File: config.mk
export PLATFORM = sky130hd
export DESIGN_NAME = tof_mem_write_arb
export DESIGN_NICKNAME = d
export VERILOG_FILES = /design/src/rtl/tof_mem_pkg.sv /design/src/rtl/tof_rr_arbiter.sv /design/src/rtl/tof_mem_write_arb.sv
export SDC_FILE = /design/constraint.sdc
export NUM_CORES = 1
export LEC_CHECK = 0
export BUFFER_PORTS_ARGS = -buffer_cell sky130_fd_sc_hd__buf_2
export CAP_MARGIN = 20
export CORE_MARGIN = 10
export CORE_UTILIZATION = 58
export CTS_CLUSTER_SIZE = 8
export DETAILED_ROUTE_END_ITERATION = 12
export GPL_ROUTABILITY_DRIVEN = 1
export GPL_TIMING_DRIVEN = 0
export PLACE_DENSITY = 0.86
export SYNTH_ARGS = -nofsm -noshare
export SYNTH_HDL_FRONTEND = slang
export SYNTH_SLANG_ARGS = --single-unit
File: constraint.sdc
create_clock -name clk -period 8.9 [get_ports clk]
set_input_delay 2.67 -clock clk [delete_from_list [all_inputs] [get_ports clk]]
set_output_delay 2.67 -clock clk [all_outputs]
set_load 0.01 [all_outputs]
File: src/rtl/tof_mem_pkg.sv
// ToF memory write arbiter: shared FSM state type and default sizing.
// Optional macro TOF_MEM_WR_WRAP_FLAG_EN adds sticky per-channel wrap flags.
package tof_mem_pkg;

  typedef enum logic [1:0] {
    IDLE  = 2'd0,
    WRITE = 2'd1,
    HOLD  = 2'd2,
    ACK   = 2'd3
  } state_t;

  localparam int DEF_N_CH      = 8;
  localparam int DEF_DATA_W    = 16;
  localparam int DEF_SLOTS     = 16;
  localparam int DEF_WE_CYCLES = 2;
  localparam int DEF_ADDR_W    = 8;

endpackage

File: src/rtl/tof_rr_arbiter.sv
// Single-cycle round-robin scan over the request vector.
// Search begins one past the last granted channel and wraps modulo N_CH.
module tof_rr_arbiter #(
  parameter int N_CH = 8
) (
  input  logic [N_CH-1:0]         i_req,
  input  logic [$clog2(N_CH)-1:0] i_last,
  output logic [$clog2(N_CH)-1:0] o_gnt,
  output logic                    o_valid
);

  localparam int IW = $clog2(N_CH);

  // Scan farthest-first so the nearest requester after i_last wins
  always_comb begin
    int j;
    j       = 0;
    o_gnt   = '0;
    o_valid = 1'b0;
    for (int i = N_CH; i >= 1; i--) begin
      j = int'(i_last) + i;
      if (j >= N_CH) j = j - N_CH;
      if (i_req[j]) begin
        o_gnt   = IW'(j);
        o_valid = 1'b1;
      end
    end
  end

endmodule

File: src/rtl/tof_mem_write_arb.sv
// Round-robin arbiter writing ToF channel samples into per-channel rings.
// Optional macro TOF_MEM_WR_WRAP_FLAG_EN adds wrap_flag / wrap_clr ports.
module tof_mem_write_arb
  import tof_mem_pkg::*;
#(
  parameter int N_CH      = DEF_N_CH,
  parameter int DATA_W    = DEF_DATA_W,
  parameter int SLOTS     = DEF_SLOTS,
  parameter int WE_CYCLES = DEF_WE_CYCLES,
  parameter int ADDR_W    = DEF_ADDR_W
) (
  input  logic                     clk,
  input  logic                     reset_n,
  input  logic [N_CH-1:0]          ch_dr,
  input  logic [N_CH*DATA_W-1:0]   ch_data,
  output logic [N_CH-1:0]          ch_ack,
  output logic                     mem_we,
  output logic [ADDR_W-1:0]        mem_addr,
  output logic [DATA_W-1:0]        mem_din,
  output logic [$clog2(N_CH)-1:0]  ch_index,
  output logic                     busy
`ifdef TOF_MEM_WR_WRAP_FLAG_EN
  ,
  output logic [N_CH-1:0]          wrap_flag,
  input  logic [N_CH-1:0]          wrap_clr
`endif
);

  localparam int IW = $clog2(N_CH);
  localparam int PW = $clog2(SLOTS);

  state_t            r_state;
  state_t            w_next;
  logic [IW-1:0]     r_ch;
  logic [IW-1:0]     r_last;
  logic [ADDR_W-1:0] r_addr;
  logic [DATA_W-1:0] r_din;
  logic [PW-1:0]     r_ptr [N_CH];
  logic [N_CH-1:0]   r_mask;
  logic [2:0]        r_cnt;

  logic [N_CH-1:0]   w_req;
  logic [IW-1:0]     w_gnt;
  logic              w_gvalid;
  logic              w_we_done;
  logic [N_CH-1:0]   w_onehot;
  logic [ADDR_W-1:0] w_addr;

  assign w_req     = ch_dr & ~r_mask;
  assign w_we_done = (r_cnt == 3'(WE_CYCLES - 1));
  assign w_onehot  = N_CH'(1) << r_ch;
  assign w_addr    = ADDR_W'(w_gnt) * ADDR_W'(SLOTS)
                   + ADDR_W'(r_ptr[w_gnt]);

  tof_rr_arbiter #(
    .N_CH (N_CH)
  ) u_arb (
    .i_req   (w_req),
    .i_last  (r_last),
    .o_gnt   (w_gnt),
    .o_valid (w_gvalid)
  );

  // State register
  always_ff @(posedge clk) begin
    if (!reset_n) r_state <= IDLE;
    else          r_state <= w_next;
  end

  // Next-state decode; unknown encodings fall back to IDLE
  always_comb begin
    w_next = IDLE;
    unique case (r_state)
      IDLE:    w_next = w_gvalid ? WRITE : IDLE;
      WRITE:   w_next = w_we_done ? ACK : HOLD;
      HOLD:    w_next = w_we_done ? ACK : HOLD;
      ACK:     w_next = IDLE;
      default: w_next = IDLE;
    endcase
  end

  // Moore outputs decoded from the current state
  always_comb begin
    mem_we = 1'b0;
    busy   = 1'b1;
    ch_ack = '0;
    unique case (r_state)
      IDLE:    busy   = 1'b0;
      WRITE:   mem_we = 1'b1;
      HOLD:    mem_we = 1'b1;
      ACK:     ch_ack = w_onehot;
      default: busy   = 1'b0;
    endcase
  end

  // Grant capture, write-enable counter, pointer and priority update
  always_ff @(posedge clk) begin
    if (!reset_n) begin
      r_ch   <= '0;
      r_last <= IW'(N_CH - 1);
      r_addr <= '0;
      r_din  <= '0;
      r_mask <= '0;
      r_cnt  <= '0;
      for (int k = 0; k < N_CH; k++) r_ptr[k] <= '0;
    end else begin
      r_mask <= '0;
      if (r_state == IDLE) r_cnt <= '0;
      else                 r_cnt <= r_cnt + 3'd1;
      if (r_state == IDLE && w_gvalid) begin
        r_ch   <= w_gnt;
        r_addr <= w_addr;
        r_din  <= ch_data[w_gnt*DATA_W +: DATA_W];
      end
      if (r_state == ACK) begin
        r_ptr[r_ch] <= r_ptr[r_ch] + PW'(1);
        r_last      <= r_ch;
        r_mask      <= w_onehot;
      end
    end
  end

  assign mem_addr = r_addr;
  assign mem_din  = r_din;
  assign ch_index = r_ch;

`ifdef TOF_MEM_WR_WRAP_FLAG_EN
  logic [N_CH-1:0] r_wrap;
  logic [N_CH-1:0] w_wrap_set;

  assign w_wrap_set = (r_state == ACK && r_ptr[r_ch] == '1)
                    ? w_onehot : '0;

  // Sticky wrap flags; a coincident set beats the clear
  always_ff @(posedge clk) begin
    if (!reset_n) r_wrap <= '0;
    else          r_wrap <= (r_wrap & ~wrap_clr) | w_wrap_set;
  end

  assign wrap_flag = r_wrap;
`endif

endmodule
==> results of run 1 <==
## area by class of cell
| type | instances | area [um^2] |
|---|---|---|
| multi-input combinational | 516 | 4100 |
| fill | 809 | 2950 |
| sequential | 74 | 1800 |
| timing repair buffer | 172 | 861 |
| buffer | 55 | 303 |
| tap | 136 | 170 |
| clock buffer | 9 | 124 |
| inverter | 23 | 91.3 |
| clock inverter | 7 | 58.8 |
## per-stage QoR
stage	hold slack [ns]	util, %
final	0.459	71.8
after global routing	0.487	71.8
after CTS	0.462	71.8
after detailed placement	0.441	70.1
after global placement	0.432	70.1
after floorplan	0.421	-
## worst max-delay path by stage
stage,depth (start not counted),slack [ns],end
6_report,12,3.44,mem_din[13]$_SDFFE_PN0P_
5_1_grt,11,3.25,mem_addr[2]$_SDFFE_PN0P_
4_1_cts,10,3.52,mem_addr[2]$_SDFFE_PN0P_
3_5_place_dp,10,3.14,mem_addr[2]$_SDFFE_PN0P_
3_3_place_gp,10,3.27,mem_addr[2]$_SDFFE_PN0P_
2_1_floorplan,11,3.82,mem_din[6]$_SDFFE_PN0P_
## worst max-delay path, delay by kind of cell
kind,cells,cell delay [ns]
AND/OR/NAND/NOR,3,0.38
buffers and inverters,3,0.92
AO/OA/AOI/OAI,4,0.91
multiplexers,2,0.86
## layer usage
layer | up-vias | share of wire, % | wire length (um)
met3 | 102 | 11 | 2410
met4 | 0 | 4.3 | 957
met1 | 3045 | 37 | 8180
met2 | 524 | 48 | 10500
met5 | - | 0 | 0
li1 | 2898 | - | -
## cells in the final DEF (no fill, tap or decap), types with 9 or more instances in the layout
cell      netlist  final
clkbuf_8        0      9
a21oi_1         9      9
o211ai_2       12     12
nand2_1        45     45
mux2_2         25     25
nand2b_1       14     14
dfxtp_1        42     42
mux4_2         24     24
o21ai_0        49     49
inv_1          21     21
buf_2          13    185
edfxtp_1       32     32
nor2_1         53     53
a22oi_1         9      9
clkbuf_1       24     24
o22ai_1        40     40
nor3_1         42     42
mux2i_1        94     94
buf_4           9      9
o211ai_1       11     11
a22oi_2        11     11
## sequential cells by signal, indices dropped and copies added (netlist names), named ones only
register / cells
mem_din: 16
r_ptr: 32
r_last: 3
ch_index: 3
r_state: 2
r_cnt: 3
r_mask: 8
mem_addr: 4
## where the power goes
group          internal [mW]  switching [mW]  total [mW]
logic                  0.516           0.724        1.24
registers              0.413          0.0374       0.450
clock network          0.106           0.151       0.258
## logic make-up (layout without fill, tap and decap cells)
kind of cell    after synthesis  after routing  share of synthesized area [%]
other cells                   1              1                         0.0595
xor+xnor                      7              7                           1.09
flops                        74             74                           28.6
fa+ha+maj                     7              7                           1.39
simple gates                188            188                           14.4
buf+inv                      78            266                           6.26
mux                         145            145                           28.7
compound gates              168            168                           19.5
==> results.py, run 1 <==
metrics = {
    "logic_synthesis": {
        "yosysMostFrequentCell": "mux2i_1",
        "synthTopCellsByArea": "edfxtp_1 15%, mux2i_1 15%, dfxtp_1 13%",
        "synth_common_cells": "94 x mux2i_1, 53 x nor2_1, 49 x o21ai_0",
        "synth_cell_type_count": 61,
        "synth-edff-count": 32,
        "ys_seq_area_share_pct": 28.6,
        "synth_top_area_share_pct": 15.3,
        "yosys.area.top_type": "edfxtp_1",
        "synth_seq_cells": 74,
        "syn_inst": 668,
        "synth_nets": 813,
        "synthArstFlopShare_pct": 0,
        "synthesis.area_um2": 6300,
        "synth_area_per_cell_um2": 9.43,
        "yosysWarnings": 0,
        "synthFlopType": "dfxtp_1",
    },
    "setup_path": {
        "startpoint": "ch_dr[7]",
        "worstSetupPathType": "in2reg",
        "reg2reg_depth": 12,
        "cpMostUsedCell": "buf_2",
        "crit-reg2reg-launch": "r_last[1]$_SDFFE_PN1P_",
        "startpoint_type": "primary input",
        "worst_setup_path_end_kind": "flop",
        "crit_chain": "buf_2, nor2b_1, mux2i_1, mux4_2, nand2_1, o311ai_1, buf_2, buf_1, nor3_1, o22ai_1, a22oi_1, o211ai_1",
        "slowest_delay_ns": 0.48,
        "r2r_end": "mem_addr[2]$_SDFFE_PN0P_",
        "r2r_slack_ns": 4.60,
        "crit_required_ns": 9.19,
        "worstPathArrival_ns": 5.75,
        "crit_slowest_cell": "buf_1",
        "crit_fanout": 10,
    },
    "clocking": {
        "cts.sinks": 74,
        "cts_resized": 0,
        "insertion_delay_ns": 0.37,
        "cts_buffers": 9,
        "cts_hold_buf": 0,
        "cts_tree": "built",
        "cts_setup_buffers": 0,
        "cts_root_buffer": "clkbuf_8",
        "max-clock-path-buffers": 2,
        "htreeDepth": 3,
        "path_clk_slew_ns": 0.09,
    },
    "routing": {
        "vias": 6569,
        "drt_iter0_drc": 801,
        "drc": 0,
        "ant_nets": 0,
        "wl_mm": 22.0,
        "vias_per_cell": 6.62,
        "wl_per_cell_um": 22.2,
        "drtPass1Iterations": 5,
    },
    "place": {
        "gp_congestion": 1.03,
        "port_buffers": 172,
        "dp_cells": 976,
        "placed_area_um2": 7330,
        "place_ws_ns": 3.14,
        "dp_hpwl_mm": 17.5,
    },
    "grt": {
        "grt_use_met3_pct": 5.69,
        "grt_overflow": 0,
        "grtUsageMet2_pct": 45.2,
        "grt_pass1_vias": 6510,
        "antenna_found_initial": 0,
        "grt_max_degree": 16,
        "grt_busiest_layer": "met2",
        "track_usage_pct": 27.1,
        "grt_util_met1_pct": 32.7,
        "grt_pass1_wl_mm": 34.8,
    },
    "floorplan": {
        "pin_count": 175,
        "dieArea_um2": 15400,
        "rows": 37,
        "core_um2": 10500,
        "chipWidth_um": 124,
        "start_util_pct": 60.2,
        "die_h_um": 124,
    },
    "sta": {
        "rsz0062_at_grt": "no",
        "setup_ws_ns": 3.44,
        "setup_violations": 0,
        "timing.slew.headroom_pct": 50.4,
        "tns_ns": 0,
        "timing.final.crit_share_pct": 61.4,
        "min_period_ns": 5.46,
        "hold_violations": 0,
        "slew_violations": 0,
        "fmax_mhz": 183,
        "fin_worst_skew_ns": 0.0171,
        "worst-slew-pin-transition_ns": 0.736,
    },
    "pwr": {
        "power.density_cell_area_nw_per_um2": 259,
        "p_leak_nw": 3.44,
        "total_power_mw": 1.95,
        "ir_worst_vdd_mv": 0.176,
    },
    "worst_hold_path": {
        "min_from": "r_cnt[0]$_SDFF_PP0_",
        "worstHoldEndpoint": "r_cnt[0]$_SDFF_PP0_",
        "hp-class": "reg2reg",
        "holdPathStages": 1,
    },
    "run_status": {
        "status": "finished, final reports clean",
    },
    "cells_and_area": {
        "nets": 996,
        "syn_to_final_growth_pct": 19.3,
        "n_antenna_cell": 0,
        "final_cells": 992,
        "drive_above_1_share_pct": 34.8,
        "postLayoutCellArea_um2": 7510,
    },
    "run": {
        "max_cap_violations": 0,
    },
}
Power figures use the tool's default switching activity.
==> inputs of run 2 (changes only) <==
CORE_UTILIZATION = 49   (was 58)
PLACE_DENSITY = 0.78   (was 0.86)
clock period = 4.6 ns   (was 8.9 ns; I/O delays follow)
==> run 2 against run 1 <==
Final area increased by 2.6%. Critical endpoint is now mem_din[7]$_SDFFE_PN0P_. Worst setup slack worse by 3.2 ns. Largest cell class unchanged. Sequential share of layout area decreased by 0.61 points. Die area grew 15%. Worst hold slack improved by 0.0052 ns.
==> results.py, run 2 (same netlist as run 1, synthesis figures left out) <==
metrics = {
    "routing": {
        "wl_per_cell_um": 20.6,
        "drc": 0,
        "vias": 6300,
        "drt_iter0_drc": 544,
        "vias_per_cell": 6.13,
        "wl_mm": 21.2,
        "drtPass1Iterations": 5,
        "ant_nets": 0,
    },
    "sta": {
        "tns_ns": 0,
        "setup_ws_ns": 0.267,
        "min_period_ns": 4.33,
        "worst-slew-pin-transition_ns": 0.668,
        "fin_hold_ws_ns": 0.464,
        "timing.final.crit_share_pct": 94.2,
        "timing.slew.headroom_pct": 55.0,
        "fmax_mhz": 231,
        "hold_violations": 0,
        "fin_worst_skew_ns": 0.00750,
        "slew_violations": 0,
        "rsz0062_at_grt": "no",
        "setup_violations": 0,
    },
    "pwr": {
        "power_frac_seq_pct": 21.5,
        "p_sw_share_pct": 43.6,
        "intPower_mw": 2.27,
        "power_frac_comb_pct": 58.9,
        "switching_power_mw": 1.76,
        "ir_worst_vdd_mv": 0.296,
        "total_power_mw": 4.03,
        "pwr-share-clk_pct": 19.5,
        "p_leak_nw": 3.52,
        "power.density_cell_area_nw_per_um2": 523,
    },
    "clocking": {
        "htreeDepth": 3,
        "insertion_delay_ns": 0.34,
        "cts_tree": "built",
        "max-clock-path-buffers": 2,
        "path_clk_slew_ns": 0.07,
        "cts_buffers": 9,
        "cts_setup_buffers": 0,
        "cts_root_buffer": "clkbuf_16",
        "cts.sinks": 74,
    },
    "cells_and_area": {
        "multi_input_area_um2": 4100,
        "fillers": 1083,
        "largest_reg_flops": 32,
        "drive_above_1_share_pct": 34.9,
        "final_cells": 1028,
        "largest-register": "r_ptr",
        "final_util_pct": 61.1,
        "nets": 996,
        "regArea_um2": 1800,
        "syn_to_final_growth_pct": 22.4,
        "n_antenna_cell": 0,
        "layout_commonest_cell": "buf_2",
        "final_cell_mix": "185 x buf_2, 94 x mux2i_1, 53 x nor2_1",
        "postLayoutCellArea_um2": 7710,
    },
    "floorplan": {
        "chipWidth_um": 133,
        "start_util_pct": 49.9,
        "rows": 41,
        "die_h_um": 133,
        "core_um2": 12600,
        "pin_count": 175,
        "dieArea_um2": 17800,
    },
    "setup_path": {
        "crit_fanout": 10,
        "worstPathArrival_ns": 4.54,
        "crit-reg2reg-launch": "r_last[1]$_SDFFE_PN1P_",
        "startpoint": "r_last[1]$_SDFFE_PN1P_",
        "crit_required_ns": 4.81,
        "worst_setup_path_end_kind": "flop",
        "startpoint_type": "flop",
        "worstSetupPathType": "reg2reg",
    },
    "worst_hold_path": {
        "min_from": "mem_din[3]$_SDFFE_PN0P_",
        "hp-class": "reg2reg",
    },
    "grt": {
        "grt_overflow": 0,
        "grt_max_degree": 15,
        "grt_pass1_vias": 6406,
        "grt_pass1_wl_mm": 33.7,
        "antenna_found_initial": 0,
        "track_usage_pct": 23.0,
    },
    "run": {
        "max_cap_violations": 0,
    },
    "place": {
        "place_ws_ns": 0.174,
        "dp_cells": 1012,
        "dp_hpwl_mm": 16.8,
        "port_buffers": 172,
        "placed_area_um2": 7380,
        "gp_congestion": 0.944,
    },
    "run_status": {
        "status": "finished, final reports clean",
    },
}
## run 2: changes by cell type in the layout (fill, tap and decap cells not counted), moves of 2 or more
cell,change
clkbuf_16,+10
clkinv_4,+2
inv_6,-3
clkbuf_8,-8
## run 2: power groups by stage
| stage | Clock (mW) | Combinational (mW) | Sequential (mW) |
|---|---|---|---|
| 4_1_cts | 0.794 | 2.35 | 0.867 |
| 5_1_grt | 0.819 | 2.58 | 0.880 |
| 6_report | 0.787 | 2.38 | 0.869 |
| 3_3_place_gp | 0 | 2.31 | 0.874 |
| 2_1_floorplan | 0 | 1.70 | 0.900 |
| 3_5_place_dp | 0 | 2.35 | 0.879 |
## run 2: worst paths after layout
path | to | slack (ns) | depth (start not counted)
worst max-delay path | mem_din[7]$_SDFFE_PN0P_ | 0.27 | 12
worst min-delay path | mem_din[3]$_SDFFE_PN0P_ | 0.46 | 2
worst max register to register | mem_din[7]$_SDFFE_PN0P_ | 0.27 | 12
worst min register to register | mem_din[3]$_SDFFE_PN0P_ | 0.46 | 2
## run 2: per-layer routing
metal  routed length, um  GRT usage, %  vias to the layer above  part of all wire, %
li1                    -             -                     2906                    -
met1                8470          29.1                     2974                   40
met2                9980          38.4                      374                   47
met3                2100          4.02                       46                  9.9
met4                 614          8.46                        0                  2.9
met5                   0             0                        -                    0
## run 2: worst max-delay path, stage by stage (launching register included)
cell and delay [ns]:
dfxtp_1 0.33, clkbuf_1 0.37, inv_1 0.11, buf_2 0.22, ha_1 0.29, xor2_1 0.39
mux4_2 0.64, o31a_1 0.36, o211ai_2 0.43, clkbuf_1 0.39, o21ai_0 0.16, o311ai_0 0.43
a21oi_1 0.07
## run 2: layout make-up
type | count | share of cell area (%)
clock inverters | 5 | 0.876
plain buffers | 55 | 3.94
well taps | 172 | 2.79
inverters | 23 | 1.18
multi-input cells | 516 | 53.2
flip-flops and latches | 74 | 23.4
clock buffers | 11 | 3.42
repair buffers | 172 | 11.2
## run 2: timing repair
action | 4_1_cts | 5_1_grt
setup endpoints to repair | 0 | 1
resized for setup | 0 | 2
hold buffers | 0 | 0
